**config.mk**
```make
export PLATFORM = sky130hd
export DESIGN_NAME = alu_share_arbiter_flat
export DESIGN_NICKNAME = d
export VERILOG_FILES = /design/src/rtl/alu_share_arbiter_if.sv /design/src/rtl/alu_share_arbiter.sv /design/src/flat_wrapper.sv
export SDC_FILE = /design/constraint.sdc
export NUM_CORES = 1
export LEC_CHECK = 0
export CORE_AREA = 2 2 114 116
export CTS_CLUSTER_DIAMETER = 150
export DETAILED_ROUTE_END_ITERATION = 16
export DIE_AREA = 0 0 116 118
export PLACE_DENSITY = 0.81
export SETUP_SLACK_MARGIN = 0.05
export SKIP_CTS_REPAIR_TIMING = 1
export SLEW_MARGIN = 15
export SYNTH_ARGS = -nofsm -noshare
export SYNTH_HDL_FRONTEND = slang
export SYNTH_SLANG_ARGS = --single-unit
```
**constraint.sdc**
```tcl
create_clock -name Clk -period 2.9 [get_ports Clk]
set_clock_uncertainty 0.05 [all_clocks]
set_input_delay 0.435 -clock Clk [delete_from_list [all_inputs] [get_ports Clk]]
set_output_delay 0.435 -clock Clk [all_outputs]
set_load 0.1 [all_outputs]
```
**src/rtl/alu_share_arbiter_if.sv**
```systemverilog
// Requester-side bundle for the shared ALU arbiter.
// Request and response valid/ready channels for two requesters.
interface alu_share_arbiter_if;
   logic [1:0]  ReqValid;
   logic [1:0]  ReqReady;
   logic [11:0] ReqOp;
   logic [63:0] ReqA;
   logic [63:0] ReqB;
   logic [1:0]  RspValid;
   logic [1:0]  RspReady;
   logic [31:0] RspResult;
   logic        RspZero;

   modport master (
      output ReqValid, ReqOp, ReqA, ReqB, RspReady,
      input  ReqReady, RspValid, RspResult, RspZero
   );

   modport slave (
      input  ReqValid, ReqOp, ReqA, ReqB, RspReady,
      output ReqReady, RspValid, RspResult, RspZero
   );
endinterface

```
**src/rtl/alu_share_arbiter.sv**
```systemverilog
// Round-robin sharing of one ALU32Bit between two requesters.
// Operands are held for the whole operation; the result waits for its owner.
module alu_share_arbiter #(
   parameter int unsigned MUL_LAT = 2,
   parameter logic [5:0]  MUL_OP  = 6'b011000
) (
   input  logic                Clk,
   input  logic                Rst,
   alu_share_arbiter_if.slave  bus,
   output logic [5:0]          ALUControl,
   output logic [31:0]         ALU_A,
   output logic [31:0]         ALU_B,
   input  logic [31:0]         ALUResult,
   input  logic                ALUZero,
   output logic                Busy
);

   localparam int CW = (MUL_LAT > 1) ? $clog2(MUL_LAT) : 1;
   localparam logic [CW-1:0] CNT_MUL = CW'(MUL_LAT - 1);

   typedef enum logic [1:0] {
      IDLE,
      EXEC,
      RESP
   } state_t;

   state_t        state;
   logic          last;
   logic          owner;
   logic [CW-1:0] cnt;
   logic [1:0]    rsp_valid;
   logic [31:0]   rsp_result;
   logic          rsp_zero;

   logic          gsel;
   logic [1:0]    grant;
   logic [5:0]    sel_op;
   logic [31:0]   sel_a;
   logic [31:0]   sel_b;

   // Pick the winner; ready is only offered while idle and out of reset.
   always_comb begin
      gsel   = bus.ReqValid[1] & (~bus.ReqValid[0] | ~last);
      grant  = 2'b00;
      if (state == IDLE && Rst)
         grant = (gsel ? 2'b10 : 2'b01) & bus.ReqValid;
      sel_op = gsel ? bus.ReqOp[11:6] : bus.ReqOp[5:0];
      sel_a  = gsel ? bus.ReqA[63:32] : bus.ReqA[31:0];
      sel_b  = gsel ? bus.ReqB[63:32] : bus.ReqB[31:0];
   end

   // Operation sequencer: accept, hold operands, capture, hand back.
   always_ff @(posedge Clk or negedge Rst) begin
      if (!Rst) begin
         state      <= IDLE;
         last       <= 1'b1;
         owner      <= 1'b0;
         cnt        <= '0;
         rsp_valid  <= 2'b00;
         rsp_result <= '0;
         rsp_zero   <= 1'b0;
         ALUControl <= '0;
         ALU_A      <= '0;
         ALU_B      <= '0;
      end else begin
         unique case (state)
            IDLE: begin
               if (|grant) begin
                  ALUControl <= sel_op;
                  ALU_A      <= sel_a;
                  ALU_B      <= sel_b;
                  owner      <= gsel;
                  cnt        <= (sel_op == MUL_OP) ? CNT_MUL : '0;
                  state      <= EXEC;
               end
            end
            EXEC: begin
               if (cnt != '0) begin
                  cnt <= cnt - 1'b1;
               end else begin
                  rsp_result <= ALUResult;
                  rsp_zero   <= ALUZero;
                  rsp_valid  <= owner ? 2'b10 : 2'b01;
                  state      <= RESP;
               end
            end
            RESP: begin
               if (rsp_valid[owner] && bus.RspReady[owner]) begin
                  last      <= owner;
                  rsp_valid <= 2'b00;
                  state     <= IDLE;
               end
            end
            default: state <= IDLE;
         endcase
      end
   end

   assign bus.ReqReady  = grant;
   assign bus.RspValid  = rsp_valid;
   assign bus.RspResult = rsp_result;
   assign bus.RspZero   = rsp_zero;
   assign Busy          = (state != IDLE);

endmodule

```
**src/flat_wrapper.sv**
```systemverilog
// flat-port wrapper written by rule: the top's interface ports become plain ports
module alu_share_arbiter_flat 
#(
   parameter int unsigned MUL_LAT = 2,
   parameter logic [5:0]  MUL_OP  = 6'b011000
)
  (Clk, Rst, ALUControl, ALU_A, ALU_B, ALUResult, ALUZero, Busy, bus_ReqValid, bus_ReqOp, bus_ReqA, bus_ReqB, bus_RspReady, bus_ReqReady, bus_RspValid, bus_RspResult, bus_RspZero);
  alu_share_arbiter_if bus_i ();
  input  logic Clk;
  input  logic Rst;
  output logic [5:0] ALUControl;
  output logic [31:0] ALU_A;
  output logic [31:0] ALU_B;
  input  logic [31:0] ALUResult;
  input  logic ALUZero;
  output logic Busy;
  input wire logic [$bits(bus_i.ReqValid)-1:0] bus_ReqValid;
  input wire logic [$bits(bus_i.ReqOp)-1:0] bus_ReqOp;
  input wire logic [$bits(bus_i.ReqA)-1:0] bus_ReqA;
  input wire logic [$bits(bus_i.ReqB)-1:0] bus_ReqB;
  input wire logic [$bits(bus_i.RspReady)-1:0] bus_RspReady;
  output wire logic [$bits(bus_i.ReqReady)-1:0] bus_ReqReady;
  output wire logic [$bits(bus_i.RspValid)-1:0] bus_RspValid;
  output wire logic [$bits(bus_i.RspResult)-1:0] bus_RspResult;
  output wire logic [$bits(bus_i.RspZero)-1:0] bus_RspZero;
  assign bus_i.ReqValid = bus_ReqValid;
  assign bus_i.ReqOp = bus_ReqOp;
  assign bus_i.ReqA = bus_ReqA;
  assign bus_i.ReqB = bus_ReqB;
  assign bus_i.RspReady = bus_RspReady;
  assign bus_ReqReady = bus_i.ReqReady;
  assign bus_RspValid = bus_i.RspValid;
  assign bus_RspResult = bus_i.RspResult;
  assign bus_RspZero = bus_i.RspZero;
  alu_share_arbiter #(.MUL_LAT(MUL_LAT), .MUL_OP(MUL_OP)) u_core (.Clk(Clk), .Rst(Rst), .bus(bus_i), .ALUControl(ALUControl), .ALU_A(ALU_A), .ALU_B(ALU_B), .ALUResult(ALUResult), .ALUZero(ALUZero), .Busy(Busy));
endmodule
```
# Yosys cells after proc, flatten, opt, wreduce, memory -nomap -nowiden
# Index checks and enable logic that the tools add are counted.
# op_classes
bitwise_logic	6
eq_ne	6
add_sub_neg	1
magnitude_cmp	1
reduce_logical	13
mux	20
# op_table
op	count
$mux W32	2
$mux W2	7
$reduce_and A2 Y1	4
$mux W1	7
$eq A6 B5 Y1 const B	1
$mux W6	1
$pmux W2 S3	1
$reduce_and A3 Y1	2
$reduce_bool A2 Y1	3
$ne A2 B2 Y1 const B	2
$pmux W2 S2	1
$not A1 Y1	3
$and A2 B2 Y2	1
$eq A2 B1 Y1 const B	1
$eq A2 B2 Y1 const B	1
$logic_and A1 B1 Y1	2
$logic_not A2 Y1	1
$lt A1 B2 Y1 const B	1
$ne A2 B1 Y1 const B	1
$pmux W1 S2	1
$reduce_or A2 Y1	1
$and A1 B1 Y1	1
$or A1 B1 Y1	1
$sub A1 B1 Y1 const B	1
# totals
input_bits	179
word_cells	57
ff_bits	110
output_inout_bits	108

# Depth between registers and ports, before layout
# Gate-level depths: netlist (run 1).
# depth
ltp_word	9
ltp_mapped	7
ltp_nobuf	6

# Worst setup path after synthesis (run 1)
# No wires, ideal clock.
# synth_timing
kind	register -> output
startpoint	register u_core.state[0]
endpoint	output bus_ReqReady[0]
path_buffers	1
arrival_ps	2373
t_required_ps	2415
slack_ps	42
path_stages_with_launch	6
path_cell_list	dfrtp_1 inv_1 ha_1 o211ai_2 buf_6 nor2_1
# synth_via
elab_chain_len	3
# synth_lines
item	line_no	rtl
start: declaration	alu_share_arbiter.sv:27	state_t state;
start signal: assignment	alu_share_arbiter.sv:55	state <= IDLE;
start signal: assignment	alu_share_arbiter.sv:74	state <= EXEC;
start signal: assignment	alu_share_arbiter.sv:84	state <= RESP;
$logic_not A2 Y1	alu_share_arbiter.sv:45	if (state == IDLE && Rst)
$logic_and A1 B1 Y1	alu_share_arbiter.sv:45	
$mux W2	alu_share_arbiter.sv:45	
end: declaration	flat_wrapper.sv:22	output wire logic [$bits(bus_i.ReqReady)-1:0] bus_ReqReady;
# Every way passes these cells.

# Final worst setup path (run 1)
# Same ends and word-level chain as after synthesis.

==> key figures, run 1 <==
Setup path
  • Cells along the critical path: inv_1, ha_1, o211ai_4, nor2_2, buf_12
  • Critical path depth: 5
  • Crit end category: primary output
  • R2R depth: 7
  • Worst flop-to-flop path endpoint: u_core.cnt$_DFFE_PN0P_
  • Crit-path leading delay family: flip-flops
  • Crit path kind: reg -> out
  • Slowest CP cell: dfrtp_1
  • Worst Path Max Fanout: 6
  • Critical Path Max Stage Delay: 0.41 ns
  • WP data required: 2.41 ns
  • Register-to-register setup slack: 1.02 ns
  • Reg2reg start: u_core.state[0]$_DFFE_PN0P_
  • CP bufs+invs: 2
  • Start point of the critical path: u_core.state[0]$_DFFE_PN0P_
  • Crit path DAT: 1.79 ns
  • Setup crit end: bus_ReqReady[0]
  • Startpoint types: flop

Global routing
  • First-pass GRT wire length: 20,900 um
  • Global Route Usage Sum: 19.2%
  • Most Used Layer, Global Route: met2
  • Gr ovfl total: 0
  • M3 GR Usage: 4.58%
  • Number of global-route vias before repair: 4,306
  • Largest net degree at the start of global routing: 142
  • GR Util met1: 21.9%
  • Initial antenna violation count: 0
  • M2 GR Usage: 33.4%

Synth
  • Synth top cells by count: 109 x dfrtp_1, 73 x nand2_1, 70 x mux2i_1, 70 x o21ai_1, 35 x mux2_2
  • Cells after synthesis: 421
  • Adder-cell share of the synthesized area: 1.26%
  • Synthesis Warnings: 0
  • Area leader, netlist: dfrtp_1
  • Yosys cell types: 30
  • Syn Area/Cell: 11.8 um^2
  • Post-synthesis sequential area ratio: 55.2%
  • Syn_nets: 605
  • Top_reg_cell synth: dfrtp_1
  • Post-synth EDFFs: 0
  • Most common cell in the netlist: dfrtp_1
  • Mux contribution to synthesized area: 22.0%
  • Post-Syn Area: 4980 um^2
  • Ranking of synthesized cells by area: dfrtp_1 55%, mux2i_1 14%, mux2_2 7.9%
  • Post-synthesis async set-or-reset flop share: 100%
  • Simple-gate share of the synthesized area: 7.00%
  • Main combinational cell family by area after synthesis: multiplexers
  • Top cell type's share of synthesized area: 54.7%
  • Post-synthesis compound-gate area fraction: 9.09%
  • #FFs+latches synth: 110
  • XOR/XNOR Fraction of Synth Area: 0%

Layout
  • Share of cells above drive strength 1: 24.2%
  • Area taken by multi-input logic gates: 1980 um^2
  • Fin area: 7930 um^2
  • Nets: 882
  • FILL cells: 1,005
  • Diode count: 0
  • Seq. cell area: 2750 um^2
  • Area growth, synth to finish: 59.2%

STA
  • Worst relative slew slack: 52.2%
  • Fmax: 440 MHz
  • Final WS setup: 0.627 ns
  • Worst Tran Pin Value: 0.717 ns
  • Fin. Hold Viols: 0
  • Setup TNS Final: 0 ns
  • Pins Over Slew Limit: 0
  • Setup violators final: 0
  • Final Critical Period: 2.27 ns
  • RSZ-0062 raised after global routing: no
  • Crit share post-route: 78.4%

Route
  • Final WL: 13,300 um
  • DR WL/cell: 15.2 um
  • Detailed router's first-iteration violation count: 174
  • DRC viols: 0
  • Vias per inst: 4.75
  • Drt pass-1 iters: 4
  • Antenna Nets Post-Route: 0
  • Routed via count: 4,155

Die
  • Starting Density: 40.2%
  • Cell Rows: 41
  • Die ar.: 13,700 um^2
  • I/O Pins: 287
  • Die height: 118 um
  • Core area: 12,400 um^2
  • Chip width: 116 um

CTS
  • Root Driver: clkbuf_16
  • H-tree levels: 3
  • TritonCTS Buffers: 9
  • Clk pin slew, worst setup/hold paths: 0.06 ns
  • Skew-Pair Late Insertion Delay: 0.33 ns
  • Clk sink count: 110
  • CTS tree: built
  • Clock Tree Buf Depth: 2

Placement
  • DP Wirelength: 10,400 um
  • Cell Area, Placed: 7650 um^2
  • Final GP Congestion: 0.801
  • Pre-CTS WS: 0.638 ns
  • # port buffers: 286

Worst hold path
  • Worst Hold Class: reg -> reg

Run
  • Max Cap Viol: 0

Outcome
  • Status: complete, no violations
## worst min-delay path by stage
stage / startpoint / endpoint / slack (ns) / cells after the start
floorplan: Rst / u_core.ALUControl[0]$_DFFE_PN0P_ / 0.09 / 0
global placement: Rst / u_core.bus.RspValid[1]$_DFFE_PN0P_ / 0.23 / 1
detailed placement: Rst / u_core.bus.RspValid[0]$_DFFE_PN0P_ / 0.23 / 1
CTS: Rst / u_core.bus.RspValid[1]$_DFFE_PN0P_ / -0.13 / 1
global route: u_core.ALU_B[28]$_DFFE_PN0P_ / u_core.ALU_B[28]$_DFFE_PN0P_ / 0.46 / 2
finish: u_core.ALU_B[7]$_DFFE_PN0P_ / u_core.ALU_B[7]$_DFFE_PN0P_ / 0.44 / 2
## placed cells by master (no fill, tap or decap), types with 2 or more instances in the layout
cell,count
clkbuf_1,3
mux2i_1,70
ha_1,5
a31oi_1,2
mux2_2,35
clkbuf_16,9
nand3_1,7
dfrtp_1,109
o2bb2ai_1,2
o21ai_1,70
nor4_1,2
buf_12,4
clkdlybuf4s50_1,177
inv_1,5
nand2_1,73
buf_4,111
clkinvlp_4,2
## tightest hold or removal path, stage by stage (launching register included)
cell	delay, ns
dfrtp_1	0.34
nand2_1	0.05
o21ai_1	0.06
## kinds of logic after synthesis
kind of cell    count (synthesis)
compound gates                 82
fa+ha+maj                       5
buf+inv                        32
flops                         110
mux                           105
simple gates                   87
## registers in the layout (all words and copies together), names as in the netlist, 2 cells and up
| name | flops |
|---|---|
| u_core.bus.RspResult | 32 |
| u_core.state | 2 |
| u_core.bus.RspValid | 2 |
| u_core.ALU_A | 32 |
| u_core.ALUControl | 6 |
| u_core.ALU_B | 32 |
## layout make-up
| type | instances | share of cell area [%] |
|---|---|---|
| Clock inverter | 3 | 0.252 |
| Multi-Input combinational cell | 279 | 25.0 |
| Sequential cell | 110 | 34.7 |
| Inverter | 5 | 0.237 |
| Timing Repair Buffer | 293 | 34.0 |
| Clock buffer | 13 | 3.15 |
| Tap cell | 172 | 2.71 |
## routing by layer
layer | routed length, um | up-vias
li1 | - | 2021
met1 | 5210 | 1900
met2 | 6480 | 199
met3 | 1110 | 35
met4 | 474 | 0
met5 | 0 | -
## per-stage QoR
step,utilization [%],hold slack (ns),instances
floorplan,-,0.0894,421
global placement,61.7,0.233,858
detailed placement,61.7,0.234,858
CTS,63.8,-0.126,874
global route,63.9,0.460,875
finish,63.9,0.438,875
Power of run 1 is left out: the tool's default activity adds up to more than one toggle a clock period on the data nets, which glitch-free logic cannot reach.
==> run 2, diff against run 1 <==
--- a/config.mk
+++ b/config.mk
@@ -5,11 +5,11 @@
 export SDC_FILE = /design/constraint.sdc
 export NUM_CORES = 1
 export LEC_CHECK = 0
-export CORE_AREA = 2 2 114 116
+export CORE_AREA = 2 2 118 120
 export CTS_CLUSTER_DIAMETER = 150
 export DETAILED_ROUTE_END_ITERATION = 16
-export DIE_AREA = 0 0 116 118
-export PLACE_DENSITY = 0.81
+export DIE_AREA = 0 0 120 122
+export PLACE_DENSITY = 0.76
 export SETUP_SLACK_MARGIN = 0.05
 export SKIP_CTS_REPAIR_TIMING = 1
 export SLEW_MARGIN = 15
==> constraint.sdc (replaced) <==
create_clock -name Clk -period 2.1 [get_ports Clk]
set_clock_uncertainty 0.05 [all_clocks]
set_input_delay 0.315 -clock Clk [delete_from_list [all_inputs] [get_ports Clk]]
set_output_delay 0.315 -clock Clk [all_outputs]
set_load 0.1 [all_outputs]
==> run 2 against run 1 <==
Net effect: routed wire length increased by 4.6%; critical path depth unchanged; register-to-register slack got worse by 0.68 ns; die area increased by 7.0%; final area increased by 2.3%.
==> key figures, run 2 (synthesis results as in run 1) <==
CTS
  • Clock Tree Buf Depth: 2
  • TritonCTS Buffers: 9
  • Skew-Pair Late Insertion Delay: 0.34 ns
  • Root Driver: clkbuf_16
  • CTS tree: built
  • Clk pin slew, worst setup/hold paths: 0.07 ns
  • H-tree levels: 3
  • Clk sink count: 110

STA
  • Fin. Hold Viols: 0
  • Final Critical Period: 1.96 ns
  • Crit share post-route: 93.2%
  • RSZ-0062 raised after global routing: no
  • Worst relative slew slack: 61.2%
  • Setup violators final: 0
  • Worst Tran Pin Value: 0.582 ns
  • Fmax: 511 MHz
  • Pins Over Slew Limit: 0
  • Final WS setup: 0.143 ns

Route
  • Routed via count: 4,183
  • Drt pass-1 iters: 4
  • DR WL met3: 1080 um
  • Vias per inst: 4.70
  • Detailed router's first-iteration violation count: 132
  • DR WL/cell: 15.6 um
  • Final WL: 13,900 um
  • DR top layer: met4
  • Routed met2 length: 7300 um
  • Antenna Nets Post-Route: 0
  • M1 WL: 5130 um
  • DRC viols: 0

Setup path
  • Worst Path Max Fanout: 6
  • WP data required: 1.74 ns
  • R2R depth: 5
  • Crit path DAT: 1.59 ns
  • Startpoint types: flop
  • Crit path kind: reg -> out
  • Start point of the critical path: u_core.state[0]$_DFFE_PN0P_
  • Crit end category: primary output
  • Register-to-register setup slack: 0.34 ns
  • Worst flop-to-flop path endpoint: u_core.bus.RspResult[13]$_DFFE_PN0P_
  • Reg2reg start: u_core.state[1]$_DFFE_PN0P_

Placement
  • Pre-CTS WS: 0.0339 ns
  • # port buffers: 286
  • Dpl cells: 874
  • DP Wirelength: 11,000 um
  • Final GP Congestion: 0.780

Global routing
  • Initial antenna violation count: 0
  • Largest net degree at the start of global routing: 111
  • Gr ovfl total: 0
  • Number of global-route vias before repair: 4,386
  • Global Route Usage Sum: 18.8%
  • First-pass GRT wire length: 21,600 um

Die
  • Starting Density: 36.9%
  • Die ar.: 14,600 um^2
  • Core area: 13,500 um^2
  • Chip width: 120 um
  • Cell Rows: 43
  • Die height: 122 um
  • I/O Pins: 287

Layout
  • Diode count: 0
  • Area growth, synth to finish: 62.8%
  • Commonest non-fill, non-tap cell in the layout: clkdlybuf4s50_1
  • Share of cells above drive strength 1: 25.8%
  • Most frequent cells in the layout: 177 x clkdlybuf4s50_1, 113 x buf_4, 109 x dfrtp_1
  • Final non-filler cell total: 890
  • Nets: 889

Run
  • Max Cap Viol: 0

Worst hold path
  • Worst Hold Class: in -> async

Outcome
  • Status: complete, no violations
## run 2: cell types whose count changed in the layout (fill, tap and decap cells not counted), sizes merged
| cell | previous run | this run |
|---|---|---|
| buf | 115 | 123 |
| inv | 5 | 6 |
| clkinvlp | 2 | 1 |
| bufinv | 0 | 1 |
| dlygate4sd3 | 1 | 0 |
| clkinv | 1 | 4 |
| clkbuf | 13 | 9 |
## run 2: metrics by stage
stage / util, % / TNS [ns] / area (um^2) / hold slack (ns)
floorplan: - / 0 / 4990 / -0.0306
global placement: 57.8 / 0 / 7800 / 0.420
detailed placement: 57.8 / 0 / 7800 / 0.427
CTS: 60.0 / -0.0690 / 8100 / 0.0905
global route: 60.1 / 0 / 8120 / 0.119
finish: 60.1 / 0 / 8120 / 0.0502
## run 2: worst max-delay path by stage
| stage | endpoint | slack, ns | cells past startpoint |
|---|---|---|---|
| floorplan | bus_ReqReady[1] | 0.16 | 3 |
| global placement | u_core.ALU_B[19]$_DFFE_PN0P_ | 0.10 | 6 |
| detailed placement | u_core.ALU_B[20]$_DFFE_PN0P_ | 0.03 | 6 |
| CTS | bus_ReqReady[1] | -0.04 | 4 |
| global route | bus_ReqReady[0] | 0.06 | 5 |
| finish | bus_ReqReady[0] | 0.14 | 5 |
## run 2: cell type report
type / count / area (um^2)
clock buffers: 9 / 225
clock inverters: 7 / 73.8
fillers: 1135 / 5390
inverters: 5 / 18.8
multi-input cells: 279 / 2000
flip-flops and latches: 110 / 2750
well taps: 180 / 225
repair buffers: 300 / 2820
## run 2: worst max-delay path: stages, from the launching register on
cell and delay [ns]:
dfrtp_1 0.41, inv_1 0.16, ha_4 0.20, o211ai_4 0.13
nor2_4 0.16, buf_12 0.19
## run 2: routing by layer
| layer | up-vias | GRT usage (%) |
|---|---|---|
| met4 | 0 | 8.01 |
| met3 | 24 | 5.15 |
| li1 | 2029 | - |
| met5 | - | 0 |
| met1 | 1967 | 20.1 |
| met2 | 163 | 34.8 |
Power of run 2 is left out for the same reason.
==> run 3, diff against run 2 <==
--- a/config.mk
+++ b/config.mk
@@ -5,11 +5,13 @@
 export SDC_FILE = /design/constraint.sdc
 export NUM_CORES = 1
 export LEC_CHECK = 0
-export CORE_AREA = 2 2 118 120
+export CAP_MARGIN = 20
+export CORE_AREA = 2 2 123 125
 export CTS_CLUSTER_DIAMETER = 150
 export DETAILED_ROUTE_END_ITERATION = 16
-export DIE_AREA = 0 0 120 122
-export PLACE_DENSITY = 0.76
+export DIE_AREA = 0 0 125 127
+export GPL_TIMING_DRIVEN = 0
+export PLACE_DENSITY = 0.71
 export SETUP_SLACK_MARGIN = 0.05
 export SKIP_CTS_REPAIR_TIMING = 1
 export SLEW_MARGIN = 15
==> run 3 against run 2 <==
Net effect: the run now ends with hold timing, setup timing left; count of clock-buffer cells in the layout rose by 4; maximum frequency shrank 9.0%; final cell count grew 2.4%; non-clock buffer count rose by 17; first-iteration DRC count grew 4.5%; critical path depth up 1; routed wire length up 7.4%; largest cell class unchanged; highest routed layer unchanged.
==> key figures, run 3 (synthesis results as in run 1) <==
Route
  • DR WL/cell: 16.4 um
  • Antenna Nets Post-Route: 0
  • Detailed router's first-iteration violation count: 138
  • DRC viols: 0
  • Drt pass-1 iters: 4
  • Vias per inst: 4.74
  • Routed via count: 4,316
  • Final WL: 14,900 um

STA
  • Setup TNS Final: -0.0497 ns
  • Pins Over Slew Limit: 0
  • Worst Tran Pin Value: 1.06 ns
  • Hold Slack: -0.111 ns
  • Fin. Hold Viols: 51
  • Worst relative slew slack: 29.5%
  • Final Critical Period: 2.15 ns
  • Final WS setup: -0.0497 ns
  • RSZ-0062 raised after global routing: yes
  • Setup violators final: 1
  • Crit share post-route: 102%
  • Fmax: 465 MHz

Die
  • Cell Rows: 44
  • Starting Density: 34.6%
  • I/O Pins: 287
  • Die height: 127 um
  • Core area: 14,400 um^2
  • Die ar.: 15,900 um^2
  • Chip width: 125 um

Setup path
  • Crit end category: primary output
  • Startpoint types: flop
  • WP data required: 1.74 ns
  • Worst Path Max Fanout: 10
  • Crit path kind: reg -> out
  • Crit path DAT: 1.78 ns

CTS
  • Root Driver: clkbuf_16
  • TritonCTS Buffers: 9
  • Skew-Pair Late Insertion Delay: 0.34 ns
  • CTS tree: built
  • H-tree levels: 3
  • Clk sink count: 110
  • Clock Tree Buf Depth: 2
  • Clk pin slew, worst setup/hold paths: 0.07 ns

Global routing
  • Largest net degree at the start of global routing: 59
  • Global Route Usage Sum: 18.0%
  • Number of global-route vias before repair: 4,497
  • First-pass GRT wire length: 22,700 um
  • Initial antenna violation count: 0
  • Gr ovfl total: 0

Run
  • Max Cap Viol: 0

Layout
  • Most frequent cells in the layout: 177 x clkdlybuf4s50_1, 109 x dfrtp_1, 105 x dlymetal6s2s_1
  • Nets: 906
  • Commonest non-fill, non-tap cell in the layout: clkdlybuf4s50_1
  • Share of cells above drive strength 1: 12.1%
  • Diode count: 0
  • Area growth, synth to finish: 75.3%

Outcome
  • Status: finished with violations
  • Failing checks: hold timing, setup timing

Placement
  • # port buffers: 286
  • Final GP Congestion: 0.814
  • DP Wirelength: 11,500 um

Worst hold path
  • Worst Hold Class: in -> async
## run 3: changes by cell type in the layout (fill, tap and decap cells not counted), sizes merged
cell | before | now
clkinv | 4 | 3
clkbuf | 9 | 21
dlymetal6s2s | 0 | 105
clkinvlp | 1 | 0
buf | 123 | 27
inv | 6 | 5
bufinv | 1 | 0
## run 3: per-layer routing
metal	global-route usage (%)	vias to the layer above	share of wire [%]
met5	0	-	0
met4	7.06	0	1.8
met3	4.86	21	7.2
met2	32.0	190	52
met1	20.9	2039	39
li1	-	2066	-
## run 3: final timing paths
check / end / startpoint / slack (ns) / depth (start not counted)
min in group Clk: u_core.ALU_A[2]$_DFFE_PN0P_ / u_core.ALU_A[2]$_DFFE_PN0P_ / 0.43 / 2
max in group asynchronous: u_core.ALU_B[1]$_DFFE_PN0P_ / Rst / 1.46 / 2
hold / removal: u_core.bus.RspZero$_DFFE_PN0P_ / Rst / -0.11 / 1
setup reg to reg: u_core.bus.RspResult[10]$_DFFE_PN0P_ / u_core.state[1]$_DFFE_PN0P_ / 0.23 / 6
hold reg to reg: u_core.ALU_A[2]$_DFFE_PN0P_ / u_core.ALU_A[2]$_DFFE_PN0P_ / 0.43 / 2
setup / recovery: bus_ReqReady[0] / u_core.state[0]$_DFFE_PN0P_ / -0.05 / 6
## run 3: worst max-delay path: stages (launching register included)
cell and delay [ns]:
dfrtp_1 0.43, inv_2 0.11, ha_4 0.18, o211ai_4 0.16
buf_8 0.23, nor2_4 0.12, buf_12 0.19
## run 3: metrics by stage
step | util (%) | setup WS, ns | std cells | cell area (um^2) | hold slack (ns)
after floorplan | - | 0.158 | 421 | 4990 | -0.0306
after global placement | 56.1 | -5.79 | 891 | 8090 | 0.418
after detailed placement | 56.3 | -1.04 | 892 | 8110 | 0.269
after CTS | 58.2 | -1.34 | 908 | 8390 | -0.109
after global routing | 60.6 | -0.153 | 911 | 8740 | -0.0795
final | 60.6 | -0.0497 | 911 | 8740 | -0.111
## run 3: layout make-up
cell class,instances,area [um^2]
Fill cell,1191,5680
Timing Repair Buffer,290,3190
Clock buffer,13,260
Sequential cell,110,2750
Buffer,27,265
Clock inverter,3,18.8
Multi-Input combinational cell,279,2000
Inverter,5,18.8
Tap cell,184,230
Power of run 3 is left out for the same reason.
